$ cat src/rtl/load_store_unit.sv
// ============================================================================
//  Module   : load_store_unit
//  Purpose  : Memory-stage load/store unit. Takes the ALU result as the
//             effective address, issues one data-memory transaction over a
//             req/ack bus and returns the extended load data and the
//             destination tag. Busy stays high while a transaction is in
//             flight so the pipeline can stall.
//  Ports    : clk, rst (async, active-high)
//             Req_Valid/Req_Ready, Mem_Read, Mem_Write, Funct3, Addr,
//             Store_Data, Rd_In                       - request side
//             Busy, Resp_Valid, Load_Data, Rd_Out,
//             Bus_Err, Misalign                       - response side
//             DMem_Req/We/Addr/Wdata/Be, DMem_Ack/Rdata - data-memory bus
//  Options  : MISALIGN_TRAP_EN - when defined, misaligned accesses are not
//             issued and respond with Misalign = 1. When undefined, the low
//             address bits below the access size are ignored.
//  Revision : 1.0 - initial release
// ============================================================================
`default_nettype none

module load_store_unit #(
  parameter int TIMEOUT_CYCLES = 16
) (
  input  logic        clk,
  input  logic        rst,
  input  logic        Req_Valid,
  output logic        Req_Ready,
  input  logic        Mem_Read,
  input  logic        Mem_Write,
  input  logic [2:0]  Funct3,
  input  logic [31:0] Addr,
  input  logic [31:0] Store_Data,
  input  logic [4:0]  Rd_In,
  output logic        Busy,
  output logic        Resp_Valid,
  output logic [31:0] Load_Data,
  output logic [4:0]  Rd_Out,
  output logic        Bus_Err,
  output logic        Misalign,
  output logic        DMem_Req,
  output logic        DMem_We,
  output logic [31:0] DMem_Addr,
  output logic [31:0] DMem_Wdata,
  output logic [3:0]  DMem_Be,
  input  logic        DMem_Ack,
  input  logic [31:0] DMem_Rdata
);

  typedef enum logic [1:0] {
    S_IDLE = 2'd0,
    S_REQ  = 2'd1,
    S_RESP = 2'd2
  } state_t;

  // Last REQ cycle count value before the access is abandoned.
  localparam logic [7:0] c_TO_LAST = 8'(TIMEOUT_CYCLES - 1);

  state_t      r_state, w_next;
  logic [7:0]  r_cnt;
  logic [2:0]  r_f3;
  logic [1:0]  r_off;
  logic        r_is_load;
  logic [4:0]  r_rd;

  // Request decode
  logic        w_load, w_store, w_ld_ok, w_st_ok, w_illegal, w_access, w_misalign;
  logic [1:0]  w_off;
  logic [31:0] w_wdata;
  logic [3:0]  w_be;
  logic        w_issue, w_timeout;
  logic [7:0]  w_byte;
  logic [15:0] w_half;
  logic [31:0] w_ext;

  assign w_load  = Mem_Read & ~Mem_Write;
  assign w_store = Mem_Write & ~Mem_Read;

  always_comb begin
    w_ld_ok = 1'b0;
    w_st_ok = 1'b0;
    case (Funct3)
      3'b000, 3'b001, 3'b010: begin w_ld_ok = 1'b1; w_st_ok = 1'b1; end
      3'b100, 3'b101:         w_ld_ok = 1'b1;
      default:                ;
    endcase
  end

  assign w_illegal = (Mem_Read & Mem_Write) | (w_load & ~w_ld_ok) | (w_store & ~w_st_ok);
  assign w_access  = (w_load | w_store) & ~w_illegal;

`ifdef MISALIGN_TRAP_EN
  assign w_misalign = w_access & (((Funct3[1:0] == 2'b01) & Addr[0]) |
                                  ((Funct3[1:0] == 2'b10) & (Addr[1:0] != 2'b00)));
`else
  assign w_misalign = 1'b0;
`endif

  // Byte offset actually used: sub-size address bits are dropped, which only
  // matters when misaligned accesses are issued rather than trapped.
  always_comb begin
    case (Funct3[1:0])
      2'b00:   w_off = Addr[1:0];
      2'b01:   w_off = {Addr[1], 1'b0};
      default: w_off = 2'b00;
    endcase
  end

  always_comb begin
    w_wdata = Store_Data;
    w_be    = 4'b1111;
    if (w_store) begin
      case (Funct3[1:0])
        2'b00: begin
          w_wdata = {4{Store_Data[7:0]}};
          w_be    = 4'b0001 << w_off;
        end
        2'b01: begin
          w_wdata = {2{Store_Data[15:0]}};
          w_be    = w_off[1] ? 4'b1100 : 4'b0011;
        end
        default: ;
      endcase
    end
  end

  assign w_issue   = Req_Valid & w_access & ~w_misalign;
  assign w_timeout = ~DMem_Ack & (r_cnt == c_TO_LAST);

  // Load lane extraction from the returned word
  always_comb begin
    case (r_off)
      2'd0:    w_byte = DMem_Rdata[7:0];
      2'd1:    w_byte = DMem_Rdata[15:8];
      2'd2:    w_byte = DMem_Rdata[23:16];
      default: w_byte = DMem_Rdata[31:24];
    endcase
    w_half = r_off[1] ? DMem_Rdata[31:16] : DMem_Rdata[15:0];
    case (r_f3)
      3'b000:  w_ext = {{24{w_byte[7]}}, w_byte};
      3'b001:  w_ext = {{16{w_half[15]}}, w_half};
      3'b100:  w_ext = {24'd0, w_byte};
      3'b101:  w_ext = {16'd0, w_half};
      default: w_ext = DMem_Rdata;
    endcase
  end

  // FSM
  always_ff @(posedge clk or posedge rst) begin
    if (rst) r_state <= S_IDLE;
    else     r_state <= w_next;
  end

  always_comb begin
    w_next = r_state;
    case (r_state)
      S_IDLE:  if (Req_Valid) w_next = w_issue ? S_REQ : S_RESP;
      S_REQ:   if (DMem_Ack || w_timeout) w_next = S_RESP;
      S_RESP:  w_next = S_IDLE;
      default: w_next = S_IDLE;
    endcase
  end

  // Datapath
  always_ff @(posedge clk or posedge rst) begin
    if (rst) begin
      r_cnt      <= 8'd0;
      r_f3       <= 3'd0;
      r_off      <= 2'd0;
      r_is_load  <= 1'b0;
      r_rd       <= 5'd0;
      DMem_We    <= 1'b0;
      DMem_Addr  <= 32'd0;
      DMem_Wdata <= 32'd0;
      DMem_Be    <= 4'd0;
      Load_Data  <= 32'd0;
      Rd_Out     <= 5'd0;
      Bus_Err    <= 1'b0;
      Misalign   <= 1'b0;
    end else begin
      case (r_state)
        S_IDLE: if (Req_Valid) begin
          r_f3      <= Funct3;
          r_off     <= w_off;
          r_is_load <= w_load;
          r_rd      <= Rd_In;
          r_cnt     <= 8'd0;
          if (w_issue) begin
            // Bus fields only change on issue, so they are stable in REQ.
            DMem_We    <= w_store;
            DMem_Addr  <= {Addr[31:2], 2'b00};
            DMem_Wdata <= w_wdata;
            DMem_Be    <= w_be;
          end else begin
            // Immediate response: no-op, illegal or trapped misaligned.
            Load_Data <= 32'd0;
            Rd_Out    <= Rd_In;
            Bus_Err   <= w_illegal;
            Misalign  <= w_misalign;
          end
        end
        S_REQ: begin
          if (DMem_Ack) begin
            Load_Data <= r_is_load ? w_ext : 32'd0;
            Rd_Out    <= r_rd;
            Bus_Err   <= 1'b0;
            Misalign  <= 1'b0;
          end else if (w_timeout) begin
            Load_Data <= 32'd0;
            Rd_Out    <= r_rd;
            Bus_Err   <= 1'b1;
            Misalign  <= 1'b0;
          end else begin
            r_cnt <= r_cnt + 8'd1;
          end
        end
        default: ;
      endcase
    end
  end

  assign Req_Ready  = (r_state == S_IDLE);
  assign Busy       = (r_state != S_IDLE);
  assign Resp_Valid = (r_state == S_RESP);
  assign DMem_Req   = (r_state == S_REQ);

endmodule

`default_nettype wire

$ cat config.mk
export PLATFORM = sky130hd
export DESIGN_NAME = load_store_unit
export DESIGN_NICKNAME = d
export VERILOG_FILES = /design/src/rtl/load_store_unit.sv
export SDC_FILE = /design/constraint.sdc
export NUM_CORES = 1
export LEC_CHECK = 0
export CAP_MARGIN = 20
export CORE_MARGIN = 2
export CORE_UTILIZATION = 35
export CTS_BUF_LIST = sky130_fd_sc_hd__clkbuf_8 sky130_fd_sc_hd__clkbuf_16
export CTS_CLUSTER_SIZE = 40
export DETAILED_ROUTE_END_ITERATION = 8
export PLACE_DENSITY = 0.66
export RECOVER_POWER = 25
export SLEW_MARGIN = 20
export SYNTH_ARGS = -nofsm -noshare
export SYNTH_HDL_FRONTEND = slang
export SYNTH_SLANG_ARGS = --single-unit
$ cat constraint.sdc
create_clock -name clk -period 4.2 [get_ports clk]
set_input_delay 0.42 -clock clk [delete_from_list [all_inputs] [get_ports clk]]
set_output_delay 0.42 -clock clk [all_outputs]
set_load 0.05 [all_outputs]
# Yosys cells after proc, flatten, opt, wreduce, memory -nomap -nowiden
# Index checks and enable logic that the tools add are counted.
totals:
  wordCells: 107
  ramBits: 0
  reg_bits: 127
  romBits: 0
  latchBits: 0
  in_bits: 110
  mem_count: 0
  out_inout_bits: 112
classes:
  addsub: 1
  muxes: 40
  n_div: 0
  n_bitwise: 17
  n_lt_le_gt_ge: 0
  shift: 1
  multipliers: 0
  eq_ne: 19
  n_reduce_logical: 15
ops:
  columns: ["cell", "count"]
  rows:
  - ["$mux 32", 6]
  - ["$pmux 32 s2", 2]
  - ["$pmux 32 s4", 1]
  - ["$mux 8", 3]
  - ["$pmux 8 s3", 1]
  - ["$mux 5", 4]
  - ["$mux 16", 1]
  - ["$pmux 8 s2", 1]
  - ["$eq 3x3->1 const B", 4]
  - ["$mux 1", 10]
  - ["$pmux 5 s2", 1]
  - ["$add 8x1->8 const B", 1]
  - ["$and 1x1->1", 8]
  - ["$eq 8x4->1 const B", 1]
  - ["$mux 4", 2]
  - ["$ne 2x2->1 const B", 4]
  - ["$pmux 2 s2", 2]
  - ["$pmux 4 s2", 1]
  - ["$reduce_and 4->1", 2]
  - ["$eq 2x1->1 const B", 3]
  - ["$eq 3x1->1 const B", 2]
  - ["$logic_not 2->1", 3]
  - ["$logic_not 3->1", 2]
  - ["$mux 2", 3]
  - ["other kinds (14)", 25]

# Logic depth before layout (Yosys ltp)
depth:
  ltp_word: 13
  ltp_mapped: 9
  depth_no_buf: 6

# Worst setup path after synthesis
# Ideal clock, no wire load.
synth_timing:
  path_kind: "register to register"
  from: "reg r_state[1]"
  to: "reg r_cnt[4]"
  arrival_time_ns: 1.775
  stages_incl_launch_ff: 6
  setup_slack_ns: 2.293
  synth_period_minus_slack_ns: 1.907
  setup_time_ns: 0.132
  n_path_buf: 1
  required_ns: 4.068
  path_cell_list: "dfrtp_1 or2_2 inv_1 and2_1 buf_1 nor2_1"
synth_via:
  elab_chain_len: 3
  elab_cells_between_ends: 8
  cone_classes: "4 x eq/ne; 1 x mux; 3 x reduce/logical"
synth_lines:
  columns: ["item", "line_no", "text"]
  rows:
  - ["from (decl)", "58", "state_t r_state, w_next;"]
  - ["from (signal assigned)", "150", "else r_state <= w_next;"]
  - ["$logic_not 2->1 (*)", null, null]
  - ["via Req_Ready", "27", "output logic Req_Ready,"]
  - ["$ne 2x2->1 (no source line) / $reduce_bool 2->1 (equally long branches)", null, null]
  - ["$reduce_and 4->1 (no source line)", null, null]
  - ["to (signal assigned)", "213", "r_cnt <= r_cnt + 8'd1;"]
  - ["to (decl)", "59", "logic [7:0] r_cnt;"]
# Mark *: on every way through the listed nets, which the timed path passes. The rest lies on a longest branch.
# A chain may end at the register's enable or synchronous reset.

# Worst setup path after layout
layout_timing:
  from: "reg r_state[1]"
  to: "out DMem_Req"
layout_via:
  elab_chain_len: 1
layout_lines:
  columns: ["item", "line_no", "text"]
  rows:
  - ["$eq 2x1->1", "224", "assign DMem_Req = (r_state == S_REQ);"]
  - ["to (decl)", "40", "output logic DMem_Req,"]
# Every way passes these cells.

==> summary.md <==
| Metric | Value |
|---|---|
| Antenna violations before repair | 0 |
| Die W | ~130 um |
| Max cap viols | 1 |
| Critical path startpoint | r_state[1] |
| Clock Path Buffers | 2 |
| Slew HR | -55.54% |
| CTS HTree Levels | 4 |
| Max IR drop VDD | 0.4642 mV |
| CTS Hold Bufs | 0 |
| Start point of the worst min-delay path | r_is_load |
| I/O Pins | roughly 220 |
| Cell variety after synth | 47 |
| Initial DRC Count | roughly 310 |
| Setup TNS Final | 0 ns |
| Post-synth ARST share | between 90% and 100% |
| Power density over cell area | approximately 710 nW/um2 |
| Crit. End Element | output pin |
| Hold Vio Cnt, Final | 0 |
| Via/cell ratio | ~5 |
| Number of flops mapped to enable cells by yosys | 0 |
| ANT nets after route | 0 |
| Flops & latches, synth | 126 |
| Min cycle time layout | 2.846 ns |
| Core ar. | between 15000 and 20000 um2 |
| Worst Max-Slew Pin Slew | around 2.3 ns |
| Leakage power total | between 0.003 and 0.004 uW |
| Final worst slack | between 1 and 1.5 ns |
| Global-route wire length before repair | 27340 um |
| Critical path class | reg -> out |
| Layout overhead on the synthesized area | 48.73% |
| Cells after synthesis | about 560 |
| All-Layer GR Usage | ~19% |
| Status | finished, violations left |
| Post-CTS Resized | 0 |
| Min Hold Slack | approximately 0.47 ns |
| Die span in y | 134.5 um |
| Worst Path Arrival | between 2 and 2.5 ns |
| Post-route DRC | 0 |
| Antenna cells | 0 |
| HPWL after DPL | about 12000 um |
| Clock Pin Slew Worst Setup and Hold Paths | roughly 0.06 ns |
| Sequential-to-total area share from yosys stat | around 53% |
| Crit path launch type | register |
| Worst-Skew Late Latency | about 0.42 ns |
| Vias in the first global route | roughly 5300 |
| CTS tree | built |
| Postcts setup bufs | 0 |
| Violated checks | max-capacitance violations, max-slew violations |
| Fmax | 351.4 MHz |
| Avg Cell Area, Syn | between 10 and 15 um2 |
| Drt wl/cell | 17.22 um |
| Hold Crit Class | reg -> reg |
| Ys flop type | dfrtp_1 |
| # setup viols final | 0 |
| Grt ovf | 0 |
| Starting density of the core | approximately 36% |
| Fin nets | a little under 900 |
| Crit path max fanout | 11 |
| Worst-case clock skew | between 0.01 and 0.015 ns |
| Placer Congestion | slightly above 0.8 |
| CTS buffer count | 17 |
| Die area | around 18000 um2 |
| Slew Viols, Final | 53 |
| Routed wire length | 17100 um |
| Reg2reg start | r_state[1] |
| Via count | between 5000 and 6000 |
| YS warnings | 0 |
| IO Port Bufs | 218 |
| Unrepaired setup endpoints after global routing | false |
| Pre-Repair DR Iteration Count | 4 |
| CP required | between 3 and 4 ns |
| Fraction of layout cells with a size suffix above 1 | 11.64% |
| Cell Area, Synth | 5964 um2 |
| Fin crit share | slightly below 70% |
| Largest net degree at the start of global routing | 97 |
| Setup WS pre-CTS | 1.341 ns |
| Num rows | 47 |
| CTS Sinks | roughly 130 |
| Root Driver | clkbuf_16 |
-- worst max-delay path, cell delays in order, from the launching register on --
cell,delay (ns)
dfrtp_1,0.42
nand2b_1,0.32
inv_1,0.38
clkdlybuf4s50_1,0.88
-- state kept, by name, summed over array words and instances, names as in the netlist --
name,flops
DMem_Wdata,32
r_f3,3
r_state,2
DMem_Addr,30
Rd_Out,5
DMem_We,1
r_rd,5
r_is_load,1
r_cnt,8
DMem_Be,4
r_off,2
Load_Data,32
Bus_Err,1
-- per-layer routing --
metal  global-route usage (%)  share of wire [%]
met2                    31.18                 49
met4                    7.602                2.2
met5                        0                  0
met3                    7.733                9.1
met1                    23.19                 39
-- area by class of cell --
class                      instances  area (um2)
inverter                          13       50.05
sequential                       126        3154
tap                              220       275.3
clock inverter                    15       171.4
clock buffer                      17       425.4
multi-input combinational        378        2570
fill                            1468        7771
timing repair buffer             224        2225
-- cell usage in the layout, fill, tap and decap left out, types with 3 or more instances in the layout --
cell type	count
nand3b_1	3
a211oi_1	7
nor2b_1	12
clkbuf_16	17
and3b_1	5
o211ai_1	3
xor2_1	3
a21oi_1	18
nor2_1	34
ha_1	4
mux2_2	47
bufinv_16	3
o31ai_1	16
clkinvlp_4	3
and3_1	10
clkinv_2	4
a211o_1	8
nand2_1	79
a32o_1	18
clkdlybuf4s50_1	217
a221o_1	5
o21ai_0	31
nand2b_1	19
dfrtp_1	125
inv_1	13
mux2i_1	15
nor3_1	3
o2bb2ai_1	10
conb_1	3
buf_4	5
-- synthesized netlist by cell type (2+ instances only) --
master	number	share of area, %
dfrtp_1	126	53
nand2_1	79	5.0
mux2_2	47	8.9
nor2_1	34	2.1
o21ai_0	31	2.6
clkbuf_1	24	1.5
nand2b_1	19	2.0
a21oi_1	18	1.5
a32o_1	18	3.0
o31ai_1	16	2.0
mux2i_1	15	2.5
buf_2	14	1.2
inv_1	13	0.82
nor2b_1	12	1.3
and3_1	10	1.0
o2bb2ai_1	10	1.5
a211o_1	9	1.3
a211oi_1	7	0.88
a221o_1	5	0.84
and3b_1	5	0.73
ha_1	4	0.84
buf_4	3	0.38
nand3b_1	3	0.38
nor3_1	3	0.25
o211ai_1	3	0.38
xor2_1	3	0.44
a21o_1	2	0.25
a221oi_1	2	0.29
a22o_1	2	0.29
buf_6	2	0.38
nand3_1	2	0.17
nand4_1	2	0.21
or3_1	2	0.21
-- kinds of logic after synthesis --
kind of cell             after synthesis  synth area share (%)
AO/OA/AOI/OAI                        129                 15.75
XOR/XNOR                               3                0.4406
adder cells (fa/ha/maj)                4                0.8391
buffers and inverters                 57                 4.321
flip-flops                           126                 52.86
multiplexers                          63                 11.77
other                                  1               0.06287
AND/OR/NAND/NOR                      176                 13.95
-- per-stage QoR --
stage               cell area (um2)  power (uW)  std cells  util (%)
finish                         8871        6286        993     53.30
global route                   8871        6575        993     53.30
CTS                            8866        6347        992     53.27
detailed placement             8269        4824        960     49.69
global placement               8269        4774        960     49.69
floorplan                      5972        3764        561         -
-- report_power, final --
part	switching (uW)	internal [uW]	total [uW]	leakage, uW
clock	563	930	1490	0.000291
combinational	1890	1030	2910	0.00197
sequential	275	1600	1880	0.00160
total	2730	3560	6290	0.00386
-- worst paths after layout --
check | cells after the start | endpoint | slack (ns)
max | 3 | DMem_Req | 1.35
min | 2 | r_is_load | 0.47
max reg2reg | 3 | DMem_Wdata[5] | 1.78
min reg2reg | 2 | r_is_load | 0.47
max in group asynchronous | 3 | r_f3[1] | 1.36
min in group asynchronous | 2 | DMem_Addr[21] | 1.07
Note: power is estimated with default switching activity, not from simulation.
